## src/rtl/dvi_timing_gen_if.sv

```systemverilog
// Pixel request / pixel return / timing output bundle of the DVI timing generator.
// The generator side uses the master modport; the pixel source and TFP410 stage use slave.
interface dvi_timing_gen_if;
    logic        pix_req;
    logic [11:0] pix_x;
    logic [11:0] pix_y;
    logic [7:0]  pixel_r_in;
    logic [7:0]  pixel_g_in;
    logic [7:0]  pixel_b_in;
    logic        vsync_o;
    logic        hsync_o;
    logic        de_o;
    logic [7:0]  pixel_r_o;
    logic [7:0]  pixel_g_o;
    logic [7:0]  pixel_b_o;
    logic        frame_start;

    modport master (
        output pix_req, pix_x, pix_y,
        output vsync_o, hsync_o, de_o,
        output pixel_r_o, pixel_g_o, pixel_b_o,
        output frame_start,
        input  pixel_r_in, pixel_g_in, pixel_b_in
    );

    modport slave (
        input  pix_req, pix_x, pix_y,
        input  vsync_o, hsync_o, de_o,
        input  pixel_r_o, pixel_g_o, pixel_b_o,
        input  frame_start,
        output pixel_r_in, pixel_g_in, pixel_b_in
    );
endinterface

```

## src/rtl/dvi_timing_gen.sv

```systemverilog
// DVI raster timing generator: h/v counters, pixel requests, 3-stage aligned sync/DE/RGB.
// Optional macro TEST_PATTERN_EN replaces the pixel source with 8 vertical colour bars.
module dvi_timing_gen #(
    parameter int unsigned H_ACTIVE = 1024,
    parameter int unsigned H_FP     = 24,
    parameter int unsigned H_SYNC   = 136,
    parameter int unsigned H_BP     = 160,
    parameter int unsigned V_ACTIVE = 768,
    parameter int unsigned V_FP     = 3,
    parameter int unsigned V_SYNC   = 6,
    parameter int unsigned V_BP     = 29,
    parameter bit          HS_POL   = 1'b0,
    parameter bit          VS_POL   = 1'b0
) (
    input logic              odck_in,
    input logic              rst,
    dvi_timing_gen_if.master dvi
);

    localparam int unsigned H_TOTAL = H_ACTIVE + H_FP + H_SYNC + H_BP;
    localparam int unsigned V_TOTAL = V_ACTIVE + V_FP + V_SYNC + V_BP;

    localparam logic [11:0] HActEnd  = 12'(H_ACTIVE);
    localparam logic [11:0] HSyncBeg = 12'(H_ACTIVE + H_FP);
    localparam logic [11:0] HSyncEnd = 12'(H_ACTIVE + H_FP + H_SYNC);
    localparam logic [11:0] HLast    = 12'(H_TOTAL - 1);
    localparam logic [11:0] VActEnd  = 12'(V_ACTIVE);
    localparam logic [11:0] VSyncBeg = 12'(V_ACTIVE + V_FP);
    localparam logic [11:0] VSyncEnd = 12'(V_ACTIVE + V_FP + V_SYNC);
    localparam logic [11:0] VLast    = 12'(V_TOTAL - 1);

    logic [11:0] h_cnt_q, h_cnt_d;
    logic [11:0] v_cnt_q, v_cnt_d;
    logic        h_wrap;
    logic        de_raw, hs_raw, vs_raw;
    logic        req;
    logic [11:0] px;
    logic [2:0]  de_pipe_q, de_pipe_d;
    logic [2:0]  hs_pipe_q, hs_pipe_d;
    logic [2:0]  vs_pipe_q, vs_pipe_d;
    logic [23:0] src_rgb;
    logic [23:0] rgb_q, rgb_d;
`ifdef TEST_PATTERN_EN
    logic [2:0]  bar1_q, bar1_d;
    logic [2:0]  bar2_q, bar2_d;
`endif

    always_comb begin
        h_wrap  = (h_cnt_q == HLast);
        h_cnt_d = h_wrap ? 12'd0 : h_cnt_q + 12'd1;
        v_cnt_d = v_cnt_q;
        if (h_wrap) begin
            v_cnt_d = (v_cnt_q == VLast) ? 12'd0 : v_cnt_q + 12'd1;
        end
    end

    // vsync depends on v_cnt only, so it can only move on a line boundary.
    always_comb begin
        de_raw = (h_cnt_q < HActEnd) && (v_cnt_q < VActEnd);
        hs_raw = (h_cnt_q >= HSyncBeg) && (h_cnt_q < HSyncEnd);
        vs_raw = (v_cnt_q >= VSyncBeg) && (v_cnt_q < VSyncEnd);
        req    = de_raw & ~rst;
        px     = req ? h_cnt_q : 12'd0;
    end

`ifdef TEST_PATTERN_EN
    // Bar index follows the request by two cycles, matching external source latency.
    always_comb begin
        bar1_d  = px[9:7];
        bar2_d  = bar1_q;
        src_rgb = {{8{~bar2_q[1]}}, {8{~bar2_q[2]}}, {8{~bar2_q[0]}}};
    end
`else
    always_comb begin
        src_rgb = {dvi.pixel_r_in, dvi.pixel_g_in, dvi.pixel_b_in};
    end
`endif

    // Stage 1 of each pipe holds the raw value of the previous cycle; stage 2 lines up
    // with the returned pixel data, which is captured into the output register.
    always_comb begin
        de_pipe_d = {de_pipe_q[1:0], de_raw};
        hs_pipe_d = {hs_pipe_q[1:0], hs_raw};
        vs_pipe_d = {vs_pipe_q[1:0], vs_raw};
        rgb_d     = de_pipe_q[1] ? src_rgb : 24'd0;
    end

    always_ff @(posedge odck_in) begin
        if (rst) begin
            h_cnt_q   <= 12'd0;
            v_cnt_q   <= 12'd0;
            de_pipe_q <= 3'd0;
            hs_pipe_q <= 3'd0;
            vs_pipe_q <= 3'd0;
            rgb_q     <= 24'd0;
`ifdef TEST_PATTERN_EN
            bar1_q    <= 3'd0;
            bar2_q    <= 3'd0;
`endif
        end else begin
            h_cnt_q   <= h_cnt_d;
            v_cnt_q   <= v_cnt_d;
            de_pipe_q <= de_pipe_d;
            hs_pipe_q <= hs_pipe_d;
            vs_pipe_q <= vs_pipe_d;
            rgb_q     <= rgb_d;
`ifdef TEST_PATTERN_EN
            bar1_q    <= bar1_d;
            bar2_q    <= bar2_d;
`endif
        end
    end

    // Request and frame_start are gated by rst so they stay low during the reset cycles.
    always_comb begin
        dvi.pix_req     = req;
        dvi.pix_x       = px;
        dvi.pix_y       = req ? v_cnt_q : 12'd0;
        dvi.frame_start = ~rst && (h_cnt_q == 12'd0) && (v_cnt_q == 12'd0);
        dvi.de_o        = de_pipe_q[2];
        dvi.hsync_o     = hs_pipe_q[2] ? HS_POL : ~HS_POL;
        dvi.vsync_o     = vs_pipe_q[2] ? VS_POL : ~VS_POL;
        dvi.pixel_r_o   = rgb_q[23:16];
        dvi.pixel_g_o   = rgb_q[15:8];
        dvi.pixel_b_o   = rgb_q[7:0];
    end

endmodule

```

## src/flat_wrapper.sv

```systemverilog
// flat-port wrapper written by rule: the top's interface ports become plain ports
module dvi_timing_gen_flat 
#(
    parameter int unsigned H_ACTIVE = 1024,
    parameter int unsigned H_FP     = 24,
    parameter int unsigned H_SYNC   = 136,
    parameter int unsigned H_BP     = 160,
    parameter int unsigned V_ACTIVE = 768,
    parameter int unsigned V_FP     = 3,
    parameter int unsigned V_SYNC   = 6,
    parameter int unsigned V_BP     = 29,
    parameter bit          HS_POL   = 1'b0,
    parameter bit          VS_POL   = 1'b0
)
  (odck_in, rst, dvi_pix_req, dvi_pix_x, dvi_pix_y, dvi_vsync_o, dvi_hsync_o, dvi_de_o, dvi_pixel_r_o, dvi_pixel_g_o, dvi_pixel_b_o, dvi_frame_start, dvi_pixel_r_in, dvi_pixel_g_in, dvi_pixel_b_in);
  dvi_timing_gen_if dvi_i ();
  input logic odck_in;
  input logic rst;
  output wire logic [$bits(dvi_i.pix_req)-1:0] dvi_pix_req;
  output wire logic [$bits(dvi_i.pix_x)-1:0] dvi_pix_x;
  output wire logic [$bits(dvi_i.pix_y)-1:0] dvi_pix_y;
  output wire logic [$bits(dvi_i.vsync_o)-1:0] dvi_vsync_o;
  output wire logic [$bits(dvi_i.hsync_o)-1:0] dvi_hsync_o;
  output wire logic [$bits(dvi_i.de_o)-1:0] dvi_de_o;
  output wire logic [$bits(dvi_i.pixel_r_o)-1:0] dvi_pixel_r_o;
  output wire logic [$bits(dvi_i.pixel_g_o)-1:0] dvi_pixel_g_o;
  output wire logic [$bits(dvi_i.pixel_b_o)-1:0] dvi_pixel_b_o;
  output wire logic [$bits(dvi_i.frame_start)-1:0] dvi_frame_start;
  input wire logic [$bits(dvi_i.pixel_r_in)-1:0] dvi_pixel_r_in;
  input wire logic [$bits(dvi_i.pixel_g_in)-1:0] dvi_pixel_g_in;
  input wire logic [$bits(dvi_i.pixel_b_in)-1:0] dvi_pixel_b_in;
  assign dvi_pix_req = dvi_i.pix_req;
  assign dvi_pix_x = dvi_i.pix_x;
  assign dvi_pix_y = dvi_i.pix_y;
  assign dvi_vsync_o = dvi_i.vsync_o;
  assign dvi_hsync_o = dvi_i.hsync_o;
  assign dvi_de_o = dvi_i.de_o;
  assign dvi_pixel_r_o = dvi_i.pixel_r_o;
  assign dvi_pixel_g_o = dvi_i.pixel_g_o;
  assign dvi_pixel_b_o = dvi_i.pixel_b_o;
  assign dvi_frame_start = dvi_i.frame_start;
  assign dvi_i.pixel_r_in = dvi_pixel_r_in;
  assign dvi_i.pixel_g_in = dvi_pixel_g_in;
  assign dvi_i.pixel_b_in = dvi_pixel_b_in;
  dvi_timing_gen #(.H_ACTIVE(H_ACTIVE), .H_FP(H_FP), .H_SYNC(H_SYNC), .H_BP(H_BP), .V_ACTIVE(V_ACTIVE), .V_FP(V_FP), .V_SYNC(V_SYNC), .V_BP(V_BP), .HS_POL(HS_POL), .VS_POL(VS_POL)) u_core (.odck_in(odck_in), .rst(rst), .dvi(dvi_i));
endmodule
```

## config.mk

```make
export PLATFORM = sky130hd
export DESIGN_NAME = dvi_timing_gen_flat
export DESIGN_NICKNAME = d
export VERILOG_FILES = /design/src/rtl/dvi_timing_gen_if.sv /design/src/rtl/dvi_timing_gen.sv /design/src/flat_wrapper.sv
export SDC_FILE = /design/constraint.sdc
export NUM_CORES = 1
export LEC_CHECK = 0
export CAP_MARGIN = 20
export CELL_PAD_IN_SITES_DETAIL_PLACEMENT = 1
export CELL_PAD_IN_SITES_GLOBAL_PLACEMENT = 2
export CORE_ASPECT_RATIO = 0.7
export CORE_MARGIN = 2
export CORE_UTILIZATION = 26
export DETAILED_ROUTE_END_ITERATION = 8
export PLACE_DENSITY_LB_ADDON = 0.1
export SLEW_MARGIN = 20
export SYNTH_ARGS = -nofsm -noshare
export SYNTH_HDL_FRONTEND = slang
export SYNTH_SLANG_ARGS = --single-unit
```

## constraint.sdc

```tcl
create_clock -name odck_in -period 2.35 [get_ports odck_in]
set_input_delay 0.47 -clock odck_in [delete_from_list [all_inputs] [get_ports odck_in]]
set_output_delay 0.47 -clock odck_in [all_outputs]
set_load 0.03 [all_outputs]
```

==> metrics.md, run 1 <==
| Metric | Value |
|---|---|
| YS warnings | `0` |
| Fin nets | `376` |
| Post-CTS Hold Buffers | `0` |
| Total congestion overflow | `0` |
| Total Wirelength | `about 6.9 mm` |
| Fraction of layout cells with a size suffix above 1 | `0.218` |
| Die Y | `84.2 µm` |
| HP Class | `flip-flop to flip-flop` |
| Top cells by count, synth | `dfxtp_1, and2_1, nor2_1, nand2_1, a21oi_1` |
| Final slew viol count | `0` |
| WL/cell | `14.5 µm` |
| Largest family of logic cells by synthesized area | `simple AND/OR/NAND/NOR gates` |
| R2R setup slack | `410 ps` |
| Worst EP required | `1880 ps` |
| Fin crit period | `2290 ps` |
| All-Layer GR Usage | `0.149` |
| Yosys top cell area share | `0.478` |
| Count of input and output buffers | `74` |
| Area grow syn2layout | `56.1%` |
| Critical setup path kind | `flip-flop to primary output` |
| PD cells | `683 nW/µm²` |
| Clock-pin slew on the worst setup and hold paths | `50 ps` |
| DRC | `0` |
| Cell count after synthesis | `260` |
| DRT Pass-1 Iters | `6` |
| ANT nets after route | `0` |
| Post-route insts no fill | `about 470` |
| Worst Setup EP | `dvi_pix_x[5]` |
| Starting Density | `0.265` |
| 1st-iter DRT viols | `67` |
| Clk_lat worst skew | `330 ps` |
| Core Footprint | `9000 µm²` |
| Post-synth EDFFs | `0` |
| Arrival @ worst endpoint | `1820 ps` |
| RR Endpoint | `u_core.v_cnt_q[1]$_SDFFE_PP0N_` |
| Worst Setup SP | `u_core.v_cnt_q[11]$_SDFFE_PP0N_` |
| TritonCTS clock tree | `done` |
| Ports | `about 80` |
| R2r worst-path depth | `7` |
| Crit Path Max Fanout | `6` |
| # diodes | `0` |
| HPWL Detailed | `4.66 mm` |
| Syn avg cell area | `9.18 µm²` |
| Setup crit start kind | `flip-flop` |
| Total Die Area | `9970 µm²` |
| Vias | `2090` |
| Sequential cell area fraction in the yosys report | `0.478` |
| RSZ-0062 raised after global routing | `yes` |
| Adder-cell share of the synthesized area | `0.0315` |
| GPL Wtd Cong | `a little over 0.7` |
| Multiplexer area fraction after synthesis | `0` |
| Main synth FF type | `dfxtp_1` |
| R2r startpoint | `u_core.h_cnt_q[0]$_SDFF_PP0_` |
| Synth Area in Simple Gates | `0.321` |
| FMAX | `approximately 0.44 GHz` |
| Finish-stage setup viols | `0` |
| Crit. End Element | `primary output` |
| Rows | `29` |
| Die X-Extent | `119 µm` |
| Max VDD drop | `0.357 mV` |
| Area contributors post-synth | `dfxtp_1, and2_1, ha_1` |
| Leading area contributor after synthesis | `dfxtp_1` |
| Initial antenna violation count | `0` |
| Min Hold Slack | `between 400 and 500 ps` |
| Cell Area, Synth | `~2400 µm²` |
| Post-Place Cells | `453` |
| Run status | `complete, no violations` |
| Final worst-path cycle share | `0.976` |
| First-pass GRT wire length | `11.2 mm` |
| Clock root buffer | `clkbuf_16` |
| Count leader, synth | `dfxtp_1` |
| Worst Skew | `between 5 and 6 ps` |
| Fillers | `1054` |
| Via density | `4.42` |
| Compound-Gate Fraction of Synth Area | `0.0650` |
| Clock Sinks | `57` |
| Largest net degree at the start of global routing | `26` |
| Synth async-reset ratio | `0` |
| Number of CTS-inserted buffers | `9` |
| XOR/XNOR Fraction of Synth Area | `0.0367` |
| Final hold viol count | `0` |
| CTS max path bufs | `2` |
| Max-Cap Viols | `0` |
| Yosys reg bits | `57` |
| Htree depth | `3` |
| Synth cell types | `36` |
| Leak pwr | `1.49 nW` |
| Vias in the first global route | `between 2000 and 2500` |
==> area by class of cell <==
class                           count  area, µm²  area share
Clock buffer                       10        229      0.0615
Multi-Input combinational cell    176       1170       0.313
Timing Repair Buffer               91        913       0.245
Inverter                            9       33.8     0.00907
Clock inverter                      6       82.6      0.0222
Tap cell                          124        155      0.0417
Sequential cell                    57       1140       0.307
==> timing repair <==
action,4_1_cts,5_1_grt
resized for setup,6,43
buffers inserted,1,1
pin swaps,1,0
gates cloned,2,0
endpoints found under the setup margin,20,21
==> per-layer routing <==
layer  wire length (µm)  global-route usage  vias to the layer above
met4                 84              0.0628                        0
li1                   -                   -                     1030
met3                374              0.0605                        7
met5                  0                   0                        -
met1               3550               0.203                     1006
met2               2860               0.209                       47
==> state kept, by name (all words and copies together), names as in the netlist <==
register and flops:
u_core.vs_pipe_q 3, u_core.de_pipe_q 3, u_core.v_cnt_q 12, u_core.h_cnt_q 12, u_core.hs_pipe_q 3, u_core.rgb_q 24
==> power by group <==
part	internal, W	leakage (nW)	switching [W]	total, W
clock network	0.000920	0.152	0.000442	0.00136
registers	0.000986	0.463	0.00000859	0.000994
logic	0.0000951	0.876	0.0000923	0.000187
==> kinds of logic after synthesis <==
| family | after synthesis |
|---|---|
| xor gates and xnor gates | 10 |
| and+or+nand+nor | 130 |
| other | 1 |
| AOI/OAI and AO/OA | 26 |
| buffers and inverters | 30 |
| adders and majority gates | 6 |
| DFF | 57 |
==> stage by stage <==
step / TNS (ps) / utilization / cell area [µm²] / worst slack (ps) / total power, W
after floorplan: 0 / - / 2400 / 245 / 0.00110
after global placement: 0 / 0.358 / 3220 / 72.1 / 0.00118
after detailed placement: 0 / 0.358 / 3220 / 82.5 / 0.00118
after CTS: 0 / 0.397 / 3570 / 14.6 / 0.00258
after global routing: -559 / 0.414 / 3720 / -46.1 / 0.00266
final: 0 / 0.414 / 3720 / 57.1 / 0.00254
==> critical path, stage by stage (launching register included) <==
cell     delay, ps
dfxtp_2        340
or3_4          410
nor4_4         160
buf_6          170
buf_6          130
and2_1         150
buf_6          130
==> layout by cell type (no fill, tap or decap), types with 2 or more instances in the layout <==
master	netlist	final
xor2_1	7	7
and4_1	2	2
nor2b_1	6	6
nand2_1	13	13
and3_1	4	4
or3_1	7	6
buf_6	2	24
and2_4	0	14
clkdlybuf4s50_1	0	51
clkbuf_16	0	9
o21ai_0	6	6
nand3_1	5	5
and2_1	47	33
nand4_1	7	7
or4_1	5	5
nor3_1	5	4
nand3b_1	2	2
xnor2_1	3	3
nor4_1	4	3
bufinv_16	0	2
o31ai_1	5	5
dfxtp_1	57	55
a21oi_1	11	11
ha_1	6	6
clkinv_2	0	3
conb_1	1	4
dfxtp_2	0	2
nor2_1	16	16
buf_4	6	14
inv_1	9	9
==> worst min path at each step <==
stage / from / to / slack, ps / cells past startpoint
2_1_floorplan: u_core.de_pipe_q[0]$_SDFF_PP0_ / u_core.de_pipe_q[1]$_SDFF_PP0_ / 410 / 1
3_3_place_gp: u_core.de_pipe_q[0]$_SDFF_PP0_ / u_core.de_pipe_q[1]$_SDFF_PP0_ / 420 / 1
3_5_place_dp: u_core.vs_pipe_q[1]$_SDFF_PP0_ / u_core.vs_pipe_q[2]$_SDFF_PP0_ / 430 / 1
4_1_cts: u_core.vs_pipe_q[1]$_SDFF_PP0_ / u_core.vs_pipe_q[2]$_SDFF_PP0_ / 440 / 1
5_1_grt: u_core.vs_pipe_q[0]$_SDFF_PP0_ / u_core.vs_pipe_q[1]$_SDFF_PP0_ / 450 / 1
6_report: u_core.vs_pipe_q[1]$_SDFF_PP0_ / u_core.vs_pipe_q[2]$_SDFF_PP0_ / 430 / 1
Note: power is estimated with default switching activity, not from simulation.
==> inputs of run 2 (changes only) <==
--- a/config.mk
+++ b/config.mk
@@ -9,7 +9,7 @@
 export CELL_PAD_IN_SITES_DETAIL_PLACEMENT = 1
 export CELL_PAD_IN_SITES_GLOBAL_PLACEMENT = 2
 export CORE_ASPECT_RATIO = 0.7
-export CORE_MARGIN = 2
+export CORE_MARGIN = 10
 export CORE_UTILIZATION = 26
 export DETAILED_ROUTE_END_ITERATION = 8
 export PLACE_DENSITY_LB_ADDON = 0.1
==> metrics.md, run 2 (synthesis results as in run 1) <==
| Metric | Value |
|---|---|
| Sw Ratio | `0.230 (+0.0163)` |
| Run status | `complete, no violations` |
| Total Wirelength | `7.36 mm (+7.3%)` |
| Clock-pin slew on the worst setup and hold paths | `50 ps (about the same)` |
| Crit Path Max Fanout | `10 (+4)` |
| CP max-delay cell | `or3_4` |
| Leak pwr | `1.45 nW (-2.6%)` |
| HP Class | `flip-flop to flip-flop` |
| Starting Density | `0.265 (unchanged)` |
| Worst Setup EP | `dvi_pix_y[6]` |
| Largest register FFs | `24 (unchanged)` |
| Final slew viol count | `0 (unchanged)` |
| Core Footprint | `9000 µm² (unchanged)` |
| WP buf/inv | `2 (-1)` |
| Final setup TNS | `0 ps (unchanged)` |
| Die Y | `100 µm (+19%)` |
| Placed Area | `3210 µm² (-0.23%)` |
| Htree depth | `3 (unchanged)` |
| Worst EP required | `1880 ps (about the same)` |
| Count of input and output buffers | `74 (unchanged)` |
| Seq pwr share | `0.430 (+0.039)` |
| Post-Place Cells | `452 (-0.22%)` |
| Clock power frac | `0.490 (-0.045)` |
| Critical path depth | `5 (-1)` |
| CP delay by family, top | `simple AND/OR/NAND/NOR gates` |
| Fraction of layout cells with a size suffix above 1 | `0.212 (-0.00573)` |
| Critical setup path kind | `flip-flop to primary output` |
| Setup crit start kind | `flip-flop` |
| Cell Chain, Critical Path | `or3_4 > nor4_4 > buf_6 > and2_1 > buf_6` |
| DRC | `0 (unchanged)` |
| RSZ-0062 raised after global routing | `yes` |
| Initial antenna violation count | `0 (unchanged)` |
| WL/cell | `15.6 µm (+7.3%)` |
| Die X-Extent | `135 µm (+14%)` |
| 1st-iter DRT viols | `71 (+6.0%)` |
| Most common cell after layout, fill and taps aside | `dfxtp_1` |
| Crit-path max cell delay | `400 ps (about the same)` |
| Number of CTS-inserted buffers | `9 (unchanged)` |
| Worst Setup SP | `u_core.v_cnt_q[10]$_SDFFE_PP0N_` |
| DRT Pass-1 Iters | `5 (-1)` |
| # diodes | `0 (unchanged)` |
| Crit. End Element | `primary output` |
| Max-Cap Viols | `0 (unchanged)` |
| FMAX | `0.434 GHz (-0.48%)` |
| Finish-stage setup viols | `0 (unchanged)` |
| ANT nets after route | `0 (unchanged)` |
| Top reg by flops | `u_core.rgb_q` |
| Rows | `29 (unchanged)` |
| All-Layer GR Usage | `0.108 (-0.0417)` |
| Clock Sinks | `57 (unchanged)` |
| Worst Skew | `4.32 ps (-1.24 ps)` |
| Area grow syn2layout | `53.2%` |
| Internal | `0.00178 W (-11%)` |
| Ports | `79 (unchanged)` |
| Design Area, Final | `3650 µm² (-1.8%)` |
| Combinational fraction of design power | `0.080 (+0.006)` |
| Pre-CTS setup slack | `81.2 ps (-1.30 ps)` |
| Arrival @ worst endpoint | `1830 ps (about the same)` |
| Vias in the first global route | `2016 (-1.7%)` |
| Vias | `2061 (-1.4%)` |
| Clock root buffer | `clkbuf_16` |
| Fin nets | `376 (unchanged)` |
| CTS max path bufs | `2 (unchanged)` |
| Hold depth | `1 (unchanged)` |
| Post-route setup slack | `45.9 ps (-11.2 ps)` |
| Largest net degree at the start of global routing | `26 (unchanged)` |
| HPWL Detailed | `5.34 mm (+14%)` |
| Fin crit period | `2300 ps (+11.2 ps)` |
| First-pass GRT wire length | `11.4 mm (+1.2%)` |
| Top Registers | `u_core.rgb_q (24), u_core.h_cnt_q (12), u_core.v_cnt_q (12)` |
| Most frequent cells in the layout | `dfxtp_1, clkdlybuf4s50_1, and2_1` |
| GPL Wtd Cong | `0.713 (-0.89%)` |
| Fillers | `1059 (+0.47%)` |
| Final hold viol count | `0 (unchanged)` |
| RR Endpoint | `u_core.v_cnt_q[9]$_SDFFE_PP0N_` |
| Final worst-path cycle share | `0.980 (+0.00475)` |
| Post-route insts no fill | `473 (unchanged)` |
| Total congestion overflow | `0 (unchanged)` |
| R2r worst-path depth | `6 (-1)` |
| TritonCTS clock tree | `done` |
| P_sw | `0.000530 W (-2.3%)` |
| Critical Path Most Common Cell | `buf_6` |
| Min Hold Slack | `435 ps (+2.19 ps)` |
| Max VDD drop | `0.309 mV (-13%)` |
| PD cells | `632 nW/µm² (-7.5%)` |
| Total Die Area | `13500 µm² (+35%)` |
| R2r startpoint | `u_core.h_cnt_q[0]$_SDFF_PP0_` |
| Clk_lat worst skew | `320 ps (about the same)` |
| R2R setup slack | `360 ps (-50 ps)` |
| Via density | `4.36 (-1.4%)` |
-- run 2: cell types whose count changed in the layout (fill, tap and decap cells not counted), moves of 2 or more --
cell / previous run / this run
and2_1: 33 / 37
and2_4: 14 / 10
buf_4: 14 / 16
bufinv_16: 2 / 0
-- run 2: area by class of cell --
| type | count | area [µm²] | area share |
|---|---|---|---|
| clock buffer | 10 | 229 | 0.0626 |
| clock inverter | 6 | 35.0 | 0.00959 |
| inverter | 9 | 33.8 | 0.00924 |
| multi-input combinational | 176 | 1160 | 0.316 |
| sequential | 57 | 1150 | 0.314 |
| tap | 124 | 155 | 0.0425 |
| timing repair buffer | 91 | 898 | 0.246 |
-- run 2: metrics by stage --
step                 util  total power (W)
floorplan               -          0.00110
global placement    0.357          0.00118
detailed placement  0.357          0.00119
CTS                 0.392          0.00234
global route        0.406          0.00241
finish              0.406          0.00231
-- run 2: power groups by stage --
stage | clock, W | sequential [W] | combinational [W]
2_1_floorplan | 0 | 0.00104 | 0.0000625
3_3_place_gp | 0 | 0.00101 | 0.000169
3_5_place_dp | 0 | 0.00101 | 0.000171
4_1_cts | 0.00117 | 0.000994 | 0.000179
5_1_grt | 0.00122 | 0.000994 | 0.000199
6_report | 0.00113 | 0.000993 | 0.000184
-- run 2: per-layer routing --
metal | global-route usage | wire length, µm | up-vias
met5 | 0 | 0 | -
met4 | 0.0300 | 44 | 0
met3 | 0.0479 | 469 | 4
met2 | 0.152 | 3180 | 48
met1 | 0.145 | 3660 | 978
li1 | - | - | 1031
-- run 2: repair_timing --
| action | in CTS | in global routing |
|---|---|---|
| hold buffers | 0 | 0 |
| pin swaps | 2 | 2 |
| setup endpoints to repair | 21 | 21 |
| cloned | 2 | 0 |
| setup buffers | 1 | 2 |
| gates resized for setup | 9 | 36 |
-- run 2: how the worst min path moves through the flow --
stage | start | endpoint | slack, ps
detailed placement | u_core.hs_pipe_q[1]$_SDFF_PP0_ | u_core.hs_pipe_q[2]$_SDFF_PP0_ | 430
floorplan | u_core.de_pipe_q[0]$_SDFF_PP0_ | u_core.de_pipe_q[1]$_SDFF_PP0_ | 410
finish | u_core.hs_pipe_q[1]$_SDFF_PP0_ | u_core.hs_pipe_q[2]$_SDFF_PP0_ | 430
global placement | u_core.hs_pipe_q[1]$_SDFF_PP0_ | u_core.hs_pipe_q[2]$_SDFF_PP0_ | 420
CTS | u_core.hs_pipe_q[1]$_SDFF_PP0_ | u_core.hs_pipe_q[2]$_SDFF_PP0_ | 440
global route | u_core.hs_pipe_q[0]$_SDFF_PP0_ | u_core.hs_pipe_q[1]$_SDFF_PP0_ | 450
-- run 2: worst reg2reg max path, stage by stage (launching register included) --
cell and delay, ps:
dfxtp_1 400, ha_1 230, and3_1 290, nand4_2 120, buf_4 210, or4_1 510
a21oi_1 150
==> inputs of run 3 (changes only) <==
==> constraint.sdc (replaced) <==
create_clock -name odck_in -period 2.35 [get_ports odck_in]
set_input_delay 0.235 -clock odck_in [delete_from_list [all_inputs] [get_ports odck_in]]
set_output_delay 0.235 -clock odck_in [all_outputs]
set_load 0.03 [all_outputs]
==> metrics.md, run 3 (synthesis results as in run 1) <==
| Metric | Value |
|---|---|
| First-pass GRT wire length | `11.4 mm (+0.61%)` |
| Clock root buffer | `clkbuf_16` |
| Leak pwr | `1.39 nW (-4.2%)` |
| Top Registers | `u_core.rgb_q (24), u_core.h_cnt_q (12), u_core.v_cnt_q (12)` |
| 1st-iter DRT viols | `88 (+24%)` |
| Final setup TNS | `0 ps (unchanged)` |
| Worst min-delay path endpoint | `u_core.vs_pipe_q[1]$_SDFF_PP0_` |
| Setup crit start kind | `flip-flop` |
| Clock Sinks | `57 (unchanged)` |
| Largest register FFs | `24 (unchanged)` |
| Starting Density | `0.265 (unchanged)` |
| Run status | `complete, no violations` |
| Hold depth | `1 (unchanged)` |
| TritonCTS clock tree | `done` |
| HP Class | `flip-flop to flip-flop` |
| Post-route insts no fill | `467 (-1.3%)` |
| Final slew viol count | `0 (unchanged)` |
| R2R setup slack | `230 ps (-130 ps)` |
| Internal | `0.00180 W (+1.4%)` |
| P_sw | `0.000541 W (+2.1%)` |
| Worst Skew | `7.33 ps (+3.02 ps)` |
| CTS max path bufs | `2 (unchanged)` |
| Clock-pin slew on the worst setup and hold paths | `50 ps (about the same)` |
| Post-Place Cells | `451 (-0.22%)` |
| Number of CTS-inserted buffers | `9 (unchanged)` |
| Clock power frac | `0.504 (+0.014)` |
| Core Footprint | `9000 µm² (unchanged)` |
| Die X-Extent | `135 µm (unchanged)` |
| HPWL Detailed | `5.40 mm (+1.2%)` |
| Sw Ratio | `0.231 (+0.00130)` |
| Seq pwr share | `0.424 (-0.006)` |
| Pre-CTS setup slack | `225 ps (+143 ps)` |
| Final worst-path cycle share | `0.913 (-0.0673)` |
| Htree depth | `3 (unchanged)` |
| FMAX | `0.466 GHz (+7.4%)` |
| DRT Pass-1 Iters | `4 (-1)` |
| Initial antenna violation count | `0 (unchanged)` |
| Ports | `79 (unchanged)` |
| # diodes | `0 (unchanged)` |
| PD cells | `673 nW/µm² (+6.5%)` |
| Vias | `2039 (-1.1%)` |
| Count of input and output buffers | `74 (unchanged)` |
| Most common cell after layout, fill and taps aside | `dfxtp_1` |
| Combinational fraction of design power | `0.072 (-0.008)` |
| Crit Path Max Fanout | `21 (+11)` |
| DRC | `0 (unchanged)` |
| Critical setup path kind | `flip-flop to primary output` |
| Worst EP required | `2120 ps (+240 ps)` |
| Area grow syn2layout | `46.0%` |
| Hold_sp | `u_core.vs_pipe_q[0]$_SDFF_PP0_` |
| Fillers | `1086 (+2.5%)` |
| Post-CTS setup buffers | `0 (-1)` |
| Most frequent cells in the layout | `dfxtp_1, clkdlybuf4s50_1, and2_1` |
| WL/cell | `15.3 µm (-1.7%)` |
| Fin crit period | `2150 ps (-158 ps)` |
| Largest net degree at the start of global routing | `26 (unchanged)` |
| ANT nets after route | `0 (unchanged)` |
| Fin nets | `370 (-1.6%)` |
| Total congestion overflow | `0 (unchanged)` |
| All-Layer GR Usage | `0.109 (+0.00133)` |
| Arrival @ worst endpoint | `1910 ps (+80 ps)` |
| Vias in the first global route | `2058 (+2.1%)` |
| Top reg by flops | `u_core.rgb_q` |
| R2r worst-path depth | `6 (unchanged)` |
| Max-Cap Viols | `0 (unchanged)` |
| Post-route setup slack | `204 ps (+158 ps)` |
| Rows | `29 (unchanged)` |
| Clk_lat worst skew | `330 ps (about the same)` |
| Die Y | `100 µm (unchanged)` |
| Total Die Area | `13500 µm² (unchanged)` |
| Finish-stage setup viols | `0 (unchanged)` |
| Total Wirelength | `7.14 mm (-3.0%)` |
| Via density | `4.37 (+0.20%)` |
| RR Endpoint | `u_core.v_cnt_q[1]$_SDFFE_PP0N_` |
| GPL Wtd Cong | `0.743 (+4.2%)` |
| Crit. End Element | `primary output` |
| Max VDD drop | `0.297 mV (-4.0%)` |
| Final hold viol count | `0 (unchanged)` |
| RSZ-0062 raised after global routing | `no` |
| Min Hold Slack | `434 ps (-0.693 ps)` |
| Fraction of layout cells with a size suffix above 1 | `0.152 (-0.0604)` |
| R2r startpoint | `u_core.h_cnt_q[0]$_SDFF_PP0_` |
run 3: cell types whose count changed in the layout (fill, tap and decap cells not counted), sizes merged:
cell,delta
clkbuf,+1
clkdlybuf4s50,+1
clkinvlp,-1
dlygate4sd2,-1
buf,-6
run 3: worst max-delay path by stage:
stage,slack [ps],endpoint,startpoint,cells after the start
after floorplan,480,dvi_pix_x[1],u_core.v_cnt_q[11]$_SDFFE_PP0N_,4
after global placement,290,u_core.v_cnt_q[1]$_SDFFE_PP0N_,u_core.h_cnt_q[0]$_SDFF_PP0_,6
after detailed placement,220,u_core.v_cnt_q[1]$_SDFFE_PP0N_,u_core.h_cnt_q[0]$_SDFF_PP0_,6
after CTS,70,dvi_frame_start,u_core.v_cnt_q[0]$_SDFFE_PP0N_,6
after global routing,40,dvi_pix_x[7],u_core.v_cnt_q[11]$_SDFFE_PP0N_,5
final,200,dvi_pix_x[7],u_core.v_cnt_q[11]$_SDFFE_PP0N_,5
run 3: critical path: stages (launching register included):
cell and delay [ps]:
dfxtp_1 330, or3_1 430, nor4_2 230, buf_4 260, and2_1 180, buf_4 160
run 3: layout make-up:
| type | count | area [µm²] | area share |
|---|---|---|---|
| clock inverters | 5 | 31.3 | 0.00898 |
| repair buffers | 85 | 768 | 0.220 |
| multi-input cells | 176 | 1110 | 0.319 |
| clock buffers | 11 | 243 | 0.0697 |
| flip-flops and latches | 57 | 1140 | 0.327 |
| inverters | 9 | 33.8 | 0.00969 |
| well taps | 124 | 155 | 0.0445 |
run 3: power by group through the flow:
stage | combinational (W) | clock [W] | sequential [W]
after global routing | 0.000184 | 0.00126 | 0.000995
after detailed placement | 0.000172 | 0 | 0.00101
after global placement | 0.000171 | 0 | 0.00101
final | 0.000169 | 0.00118 | 0.000994
after CTS | 0.000173 | 0.00123 | 0.000993
after floorplan | 0.0000625 | 0 | 0.00104
run 3: layer usage:
layer,vias up,GRT usage,part of all wire
li1,1020,-,-
met1,957,0.141,0.50
met2,52,0.152,0.42
met3,10,0.0549,0.072
met4,0,0.0375,0.012
met5,-,0,0
run 3: repair_timing:
item,CTS,global route
gates resized for setup,0,1
endpoints found under the setup margin,0,1
hold buffers,0,0
run 3: stage by stage:
step,total power (W),instance area (µm²),util
detailed placement,0.00119,3200,0.356
floorplan,0.00110,2400,-
CTS,0.00239,3480,0.387
global route,0.00244,3480,0.387
finish,0.00235,3480,0.387
global placement,0.00118,3200,0.356
